`src/rtl/inst_encoder_if.sv`:
```
`default_nettype none
//==============================================================================
// Module   : inst_encoder_if
// Purpose  : Field-level instruction input stream and encoded-word output stream
// Revision : 1.0 - initial release
//==============================================================================
interface inst_encoder_if #(
    parameter int ADDR_W = 10
);
    logic              in_valid;
    logic              in_ready;
    logic [3:0]        in_kind;
    logic [4:0]        in_rd;
    logic [4:0]        in_rs1;
    logic [4:0]        in_rs2;
    logic [2:0]        in_funct3;
    logic [6:0]        in_funct7;
    logic [31:0]       in_imm;
    logic              in_last;
    logic              out_valid;
    logic              out_ready;
    logic [31:0]       out_inst;
    logic [ADDR_W-1:0] out_addr;

    modport master (
        output in_valid, in_kind, in_rd, in_rs1, in_rs2, in_funct3, in_funct7,
               in_imm, in_last, out_ready,
        input  in_ready, out_valid, out_inst, out_addr
    );

    modport slave (
        input  in_valid, in_kind, in_rd, in_rs1, in_rs2, in_funct3, in_funct7,
               in_imm, in_last, out_ready,
        output in_ready, out_valid, out_inst, out_addr
    );
endinterface
`default_nettype wire

```
`src/rtl/inst_encoder.sv`:
```
`default_nettype none
//==============================================================================
// Module   : inst_encoder
// Purpose  : Two-stage RV32I field-to-word encoder with address tagging
// Revision : 1.0 - initial release
//==============================================================================
module inst_encoder #(
    parameter int ADDR_W    = 10,
    parameter int BASE_ADDR = 0
) (
    input  wire             clk,
    input  wire             rst_n,
    input  wire             clear,
    inst_encoder_if.slave   bus,
    output logic [ADDR_W:0] count,
    output logic            done,
    output logic            err_kind,
    output logic            err_imm
);
    localparam logic [6:0]        c_OP_ARITH  = 7'b0110011;
    localparam logic [6:0]        c_OP_ARIMM  = 7'b0010011;
    localparam logic [6:0]        c_OP_LOAD   = 7'b0000011;
    localparam logic [6:0]        c_OP_STORE  = 7'b0100011;
    localparam logic [6:0]        c_OP_BRANCH = 7'b1100011;
    localparam logic [6:0]        c_OP_JAL    = 7'b1101111;
    localparam logic [6:0]        c_OP_JALR   = 7'b1100111;
    localparam logic [6:0]        c_OP_LUI    = 7'b0110111;
    localparam logic [6:0]        c_OP_AUIPC  = 7'b0010111;
    localparam logic [ADDR_W-1:0] c_BASE      = ADDR_W'(BASE_ADDR);
    localparam logic [ADDR_W-1:0] c_ADDR_ONE  = ADDR_W'(1);
    localparam logic [ADDR_W:0]   c_COUNT_ONE = (ADDR_W+1)'(1);
    localparam logic [ADDR_W:0]   c_COUNT_MAX = {1'b1, {ADDR_W{1'b0}}};

    logic              r_live;
    logic              r_s1_valid;
    logic [3:0]        r_s1_kind;
    logic [4:0]        r_s1_rd;
    logic [4:0]        r_s1_rs1;
    logic [4:0]        r_s1_rs2;
    logic [2:0]        r_s1_f3;
    logic [6:0]        r_s1_f7;
    logic [31:0]       r_s1_imm;
    logic              r_s1_last;
    logic              r_s2_valid;
    logic [31:0]       r_s2_inst;
    logic [ADDR_W-1:0] r_s2_addr;
    logic              r_s2_last;
    logic [ADDR_W-1:0] r_next_addr;
    logic [ADDR_W:0]   r_count;
    logic              r_done;
    logic              r_err_kind;
    logic              r_err_imm;

    logic              w_s2_open;
    logic              w_s1_adv;
    logic              w_accept;
    logic              w_s2_load;
    logic              w_s1_drop;
    logic              w_out_fire;
    logic              w_s1_legal;
    logic              w_fits_i;
    logic              w_fits_b;
    logic              w_fits_j;
    logic              w_is_shift;
    logic              w_bad_kind;
    logic              w_bad_imm;
    logic [31:0]       w_inst;

    assign w_s2_open  = !r_s2_valid || bus.out_ready;
    assign w_s1_adv   = !r_s1_valid || w_s2_open;
    assign w_accept   = bus.in_valid && bus.in_ready;
    assign w_s1_legal = !w_bad_kind && !w_bad_imm;
    assign w_s2_load  = r_s1_valid && w_s2_open && w_s1_legal;
    assign w_s1_drop  = r_s1_valid && w_s2_open && !w_s1_legal;
    assign w_out_fire = r_s2_valid && bus.out_ready;

    assign bus.in_ready  = r_live && w_s1_adv && !r_done && !clear;
    assign bus.out_valid = r_s2_valid;
    assign bus.out_inst  = r_s2_inst;
    assign bus.out_addr  = r_s2_addr;
    assign count         = r_count;
    assign done          = r_done;
    assign err_kind      = r_err_kind;
    assign err_imm       = r_err_imm;

    // Signed range checks: the bits above the field's sign bit must all equal it.
    assign w_fits_i   = (&r_s1_imm[31:11]) || !(|r_s1_imm[31:11]);
    assign w_fits_b   = ((&r_s1_imm[31:12]) || !(|r_s1_imm[31:12])) && !r_s1_imm[0];
    assign w_fits_j   = ((&r_s1_imm[31:20]) || !(|r_s1_imm[31:20])) && !r_s1_imm[0];
    assign w_is_shift = (r_s1_f3 == 3'b001) || (r_s1_f3 == 3'b101);

    always_comb begin
        w_inst     = '0;
        w_bad_kind = 1'b0;
        w_bad_imm  = 1'b0;
        case (r_s1_kind)
            4'd0: w_inst = {r_s1_f7, r_s1_rs2, r_s1_rs1, r_s1_f3, r_s1_rd, c_OP_ARITH};
            4'd1: begin
                if (w_is_shift) begin
                    w_inst    = {r_s1_f7, r_s1_imm[4:0], r_s1_rs1, r_s1_f3, r_s1_rd, c_OP_ARIMM};
                    w_bad_imm = |r_s1_imm[31:5];
                end else begin
                    w_inst    = {r_s1_imm[11:0], r_s1_rs1, r_s1_f3, r_s1_rd, c_OP_ARIMM};
                    w_bad_imm = !w_fits_i;
                end
            end
            4'd2: begin
                w_inst    = {r_s1_imm[11:0], r_s1_rs1, r_s1_f3, r_s1_rd, c_OP_LOAD};
                w_bad_imm = !w_fits_i;
            end
            4'd3: begin
                w_inst    = {r_s1_imm[11:5], r_s1_rs2, r_s1_rs1, r_s1_f3, r_s1_imm[4:0], c_OP_STORE};
                w_bad_imm = !w_fits_i;
            end
            4'd4: begin
                w_inst    = {r_s1_imm[12], r_s1_imm[10:5], r_s1_rs2, r_s1_rs1, r_s1_f3,
                             r_s1_imm[4:1], r_s1_imm[11], c_OP_BRANCH};
                w_bad_imm = !w_fits_b;
            end
            4'd5: begin
                w_inst    = {r_s1_imm[20], r_s1_imm[10:1], r_s1_imm[11], r_s1_imm[19:12],
                             r_s1_rd, c_OP_JAL};
                w_bad_imm = !w_fits_j;
            end
            4'd6: begin
                w_inst    = {r_s1_imm[11:0], r_s1_rs1, 3'b000, r_s1_rd, c_OP_JALR};
                w_bad_imm = !w_fits_i;
            end
            4'd7: begin
                w_inst    = {r_s1_imm[31:12], r_s1_rd, c_OP_LUI};
                w_bad_imm = |r_s1_imm[11:0];
            end
            4'd8: begin
                w_inst    = {r_s1_imm[31:12], r_s1_rd, c_OP_AUIPC};
                w_bad_imm = |r_s1_imm[11:0];
            end
            default: w_bad_kind = 1'b1;
        endcase
    end

    always_ff @(posedge clk or negedge rst_n) begin
        if (!rst_n) begin
            r_live      <= 1'b0;
            r_s1_valid  <= 1'b0;
            r_s1_kind   <= '0;
            r_s1_rd     <= '0;
            r_s1_rs1    <= '0;
            r_s1_rs2    <= '0;
            r_s1_f3     <= '0;
            r_s1_f7     <= '0;
            r_s1_imm    <= '0;
            r_s1_last   <= 1'b0;
            r_s2_valid  <= 1'b0;
            r_s2_inst   <= '0;
            r_s2_addr   <= c_BASE;
            r_s2_last   <= 1'b0;
            r_next_addr <= c_BASE;
            r_count     <= '0;
            r_done      <= 1'b0;
            r_err_kind  <= 1'b0;
            r_err_imm   <= 1'b0;
        end else begin
            r_live <= 1'b1;
            if (clear) begin
                r_s1_valid  <= 1'b0;
                r_s2_valid  <= 1'b0;
                r_s2_inst   <= '0;
                r_s2_addr   <= c_BASE;
                r_s2_last   <= 1'b0;
                r_next_addr <= c_BASE;
                r_count     <= '0;
                r_done      <= 1'b0;
                r_err_kind  <= 1'b0;
                r_err_imm   <= 1'b0;
            end else begin
                if (w_s1_adv) begin
                    r_s1_valid <= w_accept;
                end
                if (w_accept) begin
                    r_s1_kind <= bus.in_kind;
                    r_s1_rd   <= bus.in_rd;
                    r_s1_rs1  <= bus.in_rs1;
                    r_s1_rs2  <= bus.in_rs2;
                    r_s1_f3   <= bus.in_funct3;
                    r_s1_f7   <= bus.in_funct7;
                    r_s1_imm  <= bus.in_imm;
                    r_s1_last <= bus.in_last;
                end
                if (w_s2_load) begin
                    r_s2_valid  <= 1'b1;
                    r_s2_inst   <= w_inst;
                    r_s2_addr   <= r_next_addr;
                    r_s2_last   <= r_s1_last;
                    r_next_addr <= r_next_addr + c_ADDR_ONE;
                end else if (w_out_fire) begin
                    r_s2_valid <= 1'b0;
                end
                if (w_out_fire && (r_count != c_COUNT_MAX)) begin
                    r_count <= r_count + c_COUNT_ONE;
                end
                if ((w_out_fire && r_s2_last) || (w_s1_drop && r_s1_last)) begin
                    r_done <= 1'b1;
                end
                if (r_s1_valid && w_bad_kind) begin
                    r_err_kind <= 1'b1;
                end
                if (r_s1_valid && w_bad_imm) begin
                    r_err_imm <= 1'b1;
                end
            end
        end
    end
endmodule
`default_nettype wire
```
`src/flat_wrapper.sv`:
```
// flat-port wrapper written by rule: the top's interface ports become plain ports
module inst_encoder_flat 
#(
    parameter int ADDR_W    = 10,
    parameter int BASE_ADDR = 0
)
  (clk, rst_n, clear, count, done, err_kind, err_imm, bus_in_valid, bus_in_kind, bus_in_rd, bus_in_rs1, bus_in_rs2, bus_in_funct3, bus_in_funct7, bus_in_imm, bus_in_last, bus_out_ready, bus_in_ready, bus_out_valid, bus_out_inst, bus_out_addr);
  inst_encoder_if #(.ADDR_W(ADDR_W)) bus_i ();
  input  wire clk;
  input  wire rst_n;
  input  wire clear;
  output logic [ADDR_W:0] count;
  output logic done;
  output logic err_kind;
  output logic err_imm;
  input wire logic [$bits(bus_i.in_valid)-1:0] bus_in_valid;
  input wire logic [$bits(bus_i.in_kind)-1:0] bus_in_kind;
  input wire logic [$bits(bus_i.in_rd)-1:0] bus_in_rd;
  input wire logic [$bits(bus_i.in_rs1)-1:0] bus_in_rs1;
  input wire logic [$bits(bus_i.in_rs2)-1:0] bus_in_rs2;
  input wire logic [$bits(bus_i.in_funct3)-1:0] bus_in_funct3;
  input wire logic [$bits(bus_i.in_funct7)-1:0] bus_in_funct7;
  input wire logic [$bits(bus_i.in_imm)-1:0] bus_in_imm;
  input wire logic [$bits(bus_i.in_last)-1:0] bus_in_last;
  input wire logic [$bits(bus_i.out_ready)-1:0] bus_out_ready;
  output wire logic [$bits(bus_i.in_ready)-1:0] bus_in_ready;
  output wire logic [$bits(bus_i.out_valid)-1:0] bus_out_valid;
  output wire logic [$bits(bus_i.out_inst)-1:0] bus_out_inst;
  output wire logic [$bits(bus_i.out_addr)-1:0] bus_out_addr;
  assign bus_i.in_valid = bus_in_valid;
  assign bus_i.in_kind = bus_in_kind;
  assign bus_i.in_rd = bus_in_rd;
  assign bus_i.in_rs1 = bus_in_rs1;
  assign bus_i.in_rs2 = bus_in_rs2;
  assign bus_i.in_funct3 = bus_in_funct3;
  assign bus_i.in_funct7 = bus_in_funct7;
  assign bus_i.in_imm = bus_in_imm;
  assign bus_i.in_last = bus_in_last;
  assign bus_i.out_ready = bus_out_ready;
  assign bus_in_ready = bus_i.in_ready;
  assign bus_out_valid = bus_i.out_valid;
  assign bus_out_inst = bus_i.out_inst;
  assign bus_out_addr = bus_i.out_addr;
  inst_encoder #(.ADDR_W(ADDR_W), .BASE_ADDR(BASE_ADDR)) u_core (.clk(clk), .rst_n(rst_n), .clear(clear), .bus(bus_i), .count(count), .done(done), .err_kind(err_kind), .err_imm(err_imm));
endmodule
```
`config.mk`:
```
export PLATFORM = sky130hd
export DESIGN_NAME = inst_encoder_flat
export DESIGN_NICKNAME = d
export VERILOG_FILES = /design/src/rtl/inst_encoder_if.sv /design/src/rtl/inst_encoder.sv /design/src/flat_wrapper.sv
export SDC_FILE = /design/constraint.sdc
export NUM_CORES = 1
export LEC_CHECK = 0
export BUFFER_PORTS_ARGS = -buffer_cell sky130_fd_sc_hd__buf_2
export CORE_ASPECT_RATIO = 0.5
export CORE_UTILIZATION = 55
export CTS_CLUSTER_DIAMETER = 200
export DETAILED_ROUTE_END_ITERATION = 10
export HOLD_SLACK_MARGIN = 0.05
export PLACE_DENSITY_LB_ADDON = 0.25
export SLEW_MARGIN = 20
export SYNTH_ARGS = -nofsm -noshare
export SYNTH_HDL_FRONTEND = slang
export SYNTH_SLANG_ARGS = --single-unit
```
`constraint.sdc`:
```
create_clock -name clk -period 3.75 [get_ports clk]
set_input_delay 0.75 -clock clk [delete_from_list [all_inputs] [get_ports clk]]
set_output_delay 0.75 -clock clk [all_outputs]
set_load 0.005 [all_outputs]
```
==> metrics.yaml <==
final_layout:
  antenna_cells: 0
  final_cell_mix: "131 x dfrtp_1, 123 x buf_2, 63 x mux2_2, 37 x nor2b_1, 34 x a21oi_1"
  fill_cells: 918
  area_growth_pct: 19.9
  nets: 809
  layout-drive-gt1-share: 0.342
  post-route-util: 0.684
  layout_commonest_cell: "dfrtp_1"
flow_run:
  drv_cap: 0
sta:
  tightest_slew_ns: 0.996
  post-route-period-util: 0.821
  fin_tns_setup_ns: 0
  fmax_mhz: 325
  fin_ws_ns: 0.671
  hold_violations: 0
  fin_worst_skew_ns: 0.0120
  rsz0062_at_grt: "no"
  fin_crit_ns: 3.08
  maxSlewHeadroom: 0.335
  finalMaxSlewViolations: 0
  finalSetupViolCount: 0
detailed_routing:
  num_vias: 5544
  wl_per_cell_um: 18.5
  dr.pass1.iters: 5
  routed_wl_um: 16900
  drtIter0Drc: 549
  drcViolationCount: 0
  viasPerCell: 6.05
  antenna_left: 0
setup_path:
  path_common_cell: "buf_4"
  cp.arrival_ns: 3.37
  cp.buffers_inverters: 2
  worstSetupStartpoint: "u_core.r_s1_kind[2]$_DFFE_PN0P_"
  critPathRequiredTime_ns: 4.04
  crit_path_end_kind: "flop"
  startpoint_type: "flop"
  reg2reg_from: "u_core.r_s1_kind[2]$_DFFE_PN0P_"
  r2r_slack_ns: 0.67
  crit_fanout: 22
  cp_cell_sequence: "buf_4 > nor2_1 > buf_4 > and4b_1 > a22o_2 > o21ba_2 > nand3_2 > mux2_1"
  critPathSlowestCell: "dfrtp_1"
  ff2ff_path_depth: 8
  setup.worst_path.class: "reg -> reg"
  cpPeakStageDelay_ns: 0.57
  reg2reg_to: "u_core.bus.out_inst[21]$_DFFE_PN0P_"
  path_delay_family: "simple AND/OR/NAND/NOR gates"
global_routing:
  grt_overflow: 0
  grt-busiest-layer: "met2"
  grt_util_met2: 0.413
  grtUsageMet1: 0.397
  grt_first_pass_wirelength_um: 27100
  antenna_found_initial: 0
  grt_max_degree: 71
  use_met3: 0.0522
  gr-usage-all-layers: 0.271
  grt_pass1_vias: 5196
yosys:
  yosys.area.top_type: "dfrtp_1"
  synth-seq-area-share: 0.481
  ys_seq_elements: 131
  ys.warnings.count: 0
  synthCells: 628
  synthFlopType: "dfrtp_1"
  synth.avg_cell_area_um2: 10.8
  ys_async_sr_fraction: 1.00
  yosysUniqueCellTypes: 58
  syn_area_um2: 6810
  synth_top_area_frac: 0.481
  synth_edf_count: 0
  ys_top_cells_by_area: "dfrtp_1 48%, mux2_2 10%, mux2i_1 3.5%"
  syn-num-nets: 698
floorplanning:
  dieArea_um2: 12900
  chipWidth_um: 159
  rows: 28
  die_h_um: 80.7
  start_util: 0.570
  io_pins: 125
  coreArea_um2: 11900
outcome:
  outcome: "finished clean"
place:
  gp_congestion: 0.864
  dp_hpwl_um: 11400
  io_buffers: 124
  dp_slack_ns: 0.684
pwr:
  p_sw_frac: 0.312
  p_clk_frac: 0.383
  peakVddDrop_mv: 0.339
  comb_power_share: 0.214
  p_sw_mw: 1.37
  p_int_mw: 3.01
  pwr-share-seq: 0.403
  power_mw: 4.38
  power_leakage_nw: 3.69
  power_density_nw_per_um2: 536
clock_tree:
  cts_buffers: 17
  root_buffer: "clkbuf_16"
  postCtsSetupBuffers: 0
  post_cts_resized: 0
  htree_levels: 4
  cts.hold.buffers_added: 0
  clock_latency_ns: 0.41
  path_clk_slew_ns: 0.06
  cts.sinks: 131
  cts_max_path_buffers: 2
  cts_tree: "built"
min_path:
  min_path_type: "in -> async"
[state kept, by name (all words and copies together), names as in the netlist, 3 cells and up]
| register | count |
|---|---|
| u_core.r_s1_rd | 5 |
| u_core.r_next_addr | 10 |
| u_core.count | 11 |
| u_core.r_s1_kind | 4 |
| u_core.bus.out_inst | 31 |
| u_core.r_s1_rs1 | 5 |
| u_core.r_s1_f3 | 3 |
| u_core.bus.out_addr | 10 |
| u_core.r_s1_rs2 | 5 |
| u_core.r_s1_imm | 32 |
| u_core.r_s1_f7 | 7 |
[worst register-to-register path: stages, from the launching register on]
cell and delay, ns:
dfrtp_1 0.57, buf_4 0.26, nor2_1 0.05, buf_4 0.18, and4b_1 0.21, a22o_2 0.32, o21ba_2 0.29, nand3_2 0.53
mux2_1 0.56
[how the worst max path moves through the flow]
| stage | end | slack [ns] | cells past startpoint |
|---|---|---|---|
| floorplan | u_core.bus.out_inst[10]$_DFFE_PN0P_ | 1.54 | 8 |
| global placement | u_core.bus.out_inst[23]$_DFFE_PN0P_ | 0.81 | 8 |
| detailed placement | u_core.bus.out_inst[21]$_DFFE_PN0P_ | 0.68 | 8 |
| CTS | u_core.bus.out_inst[24]$_DFFE_PN0P_ | 0.67 | 8 |
| global route | u_core.bus.out_inst[21]$_DFFE_PN0P_ | 0.46 | 8 |
| finish | u_core.bus.out_inst[21]$_DFFE_PN0P_ | 0.67 | 8 |
[metal layers]
layer,wire (µm),part of all wire
met1,8070,0.48
met2,7570,0.45
met3,1140,0.067
met4,158,0.0093
met5,0,0
[Yosys cell counts, drive strengths merged (2+ instances only)]
| cell type | number |
|---|---|
| nand3 | 7 |
| or2 | 7 |
| xnor2 | 2 |
| buf | 18 |
| a31oi | 23 |
| or3 | 3 |
| a211oi | 19 |
| nand2 | 31 |
| a32o | 3 |
| and2 | 4 |
| o22a | 8 |
| mux2i | 24 |
| nor2b | 37 |
| and3 | 5 |
| a31o | 2 |
| a41oi | 2 |
| o21ai | 6 |
| o31ai | 4 |
| nor3 | 7 |
| a311oi | 6 |
| clkbuf | 28 |
| a21oi | 34 |
| nand4 | 15 |
| ha | 3 |
| nand2b | 26 |
| dfrtp | 131 |
| nor2 | 31 |
| inv | 9 |
| o31a | 3 |
| xor2 | 7 |
| or4 | 5 |
| mux2 | 75 |
| a221oi | 8 |
| a211o | 4 |
| nor4 | 12 |
| a32oi | 10 |
[cells by family after synthesis]
group	count (synthesis)	share of synthesized area
AO/OA/AOI/OAI	138	0.145
XOR/XNOR	9	0.0116
adder cells (fa/ha/maj)	3	0.00551
buffers and inverters	55	0.0349
flip-flops	131	0.481
multiplexers	99	0.159
other	1	0.000550
AND/OR/NAND/NOR	192	0.162
[through the flow]
| step | hold WS (ns) | area [µm²] | cells |
|---|---|---|---|
| floorplan | 0.454 | 6810 | 628 |
| global placement | 0.488 | 7570 | 885 |
| detailed placement | 0.503 | 7570 | 885 |
| CTS | 0.513 | 8170 | 917 |
| global route | 0.530 | 8170 | 917 |
| finish | 0.482 | 8170 | 917 |
[power groups by stage]
stage                     sequential, mW  combinational, mW  clock [mW]
after floorplan                     1.71              0.688           0
after global placement              1.77              0.894           0
after detailed placement            1.78              0.919           0
after CTS                           1.76              0.927        1.70
after global routing                1.79               1.02        1.77
final                               1.77              0.939        1.68
[final cells by class]
cell class                 count  area [µm²]  share of cell area
tap                          165         206              0.0253
clock inverter                13         148              0.0181
timing repair buffer         138         753              0.0922
inverter                       9        33.8             0.00413
multi-input combinational    442        3300               0.404
sequential                   131        3280               0.401
clock buffer                  19         453              0.0554
Note: power is estimated with default switching activity, not from simulation.
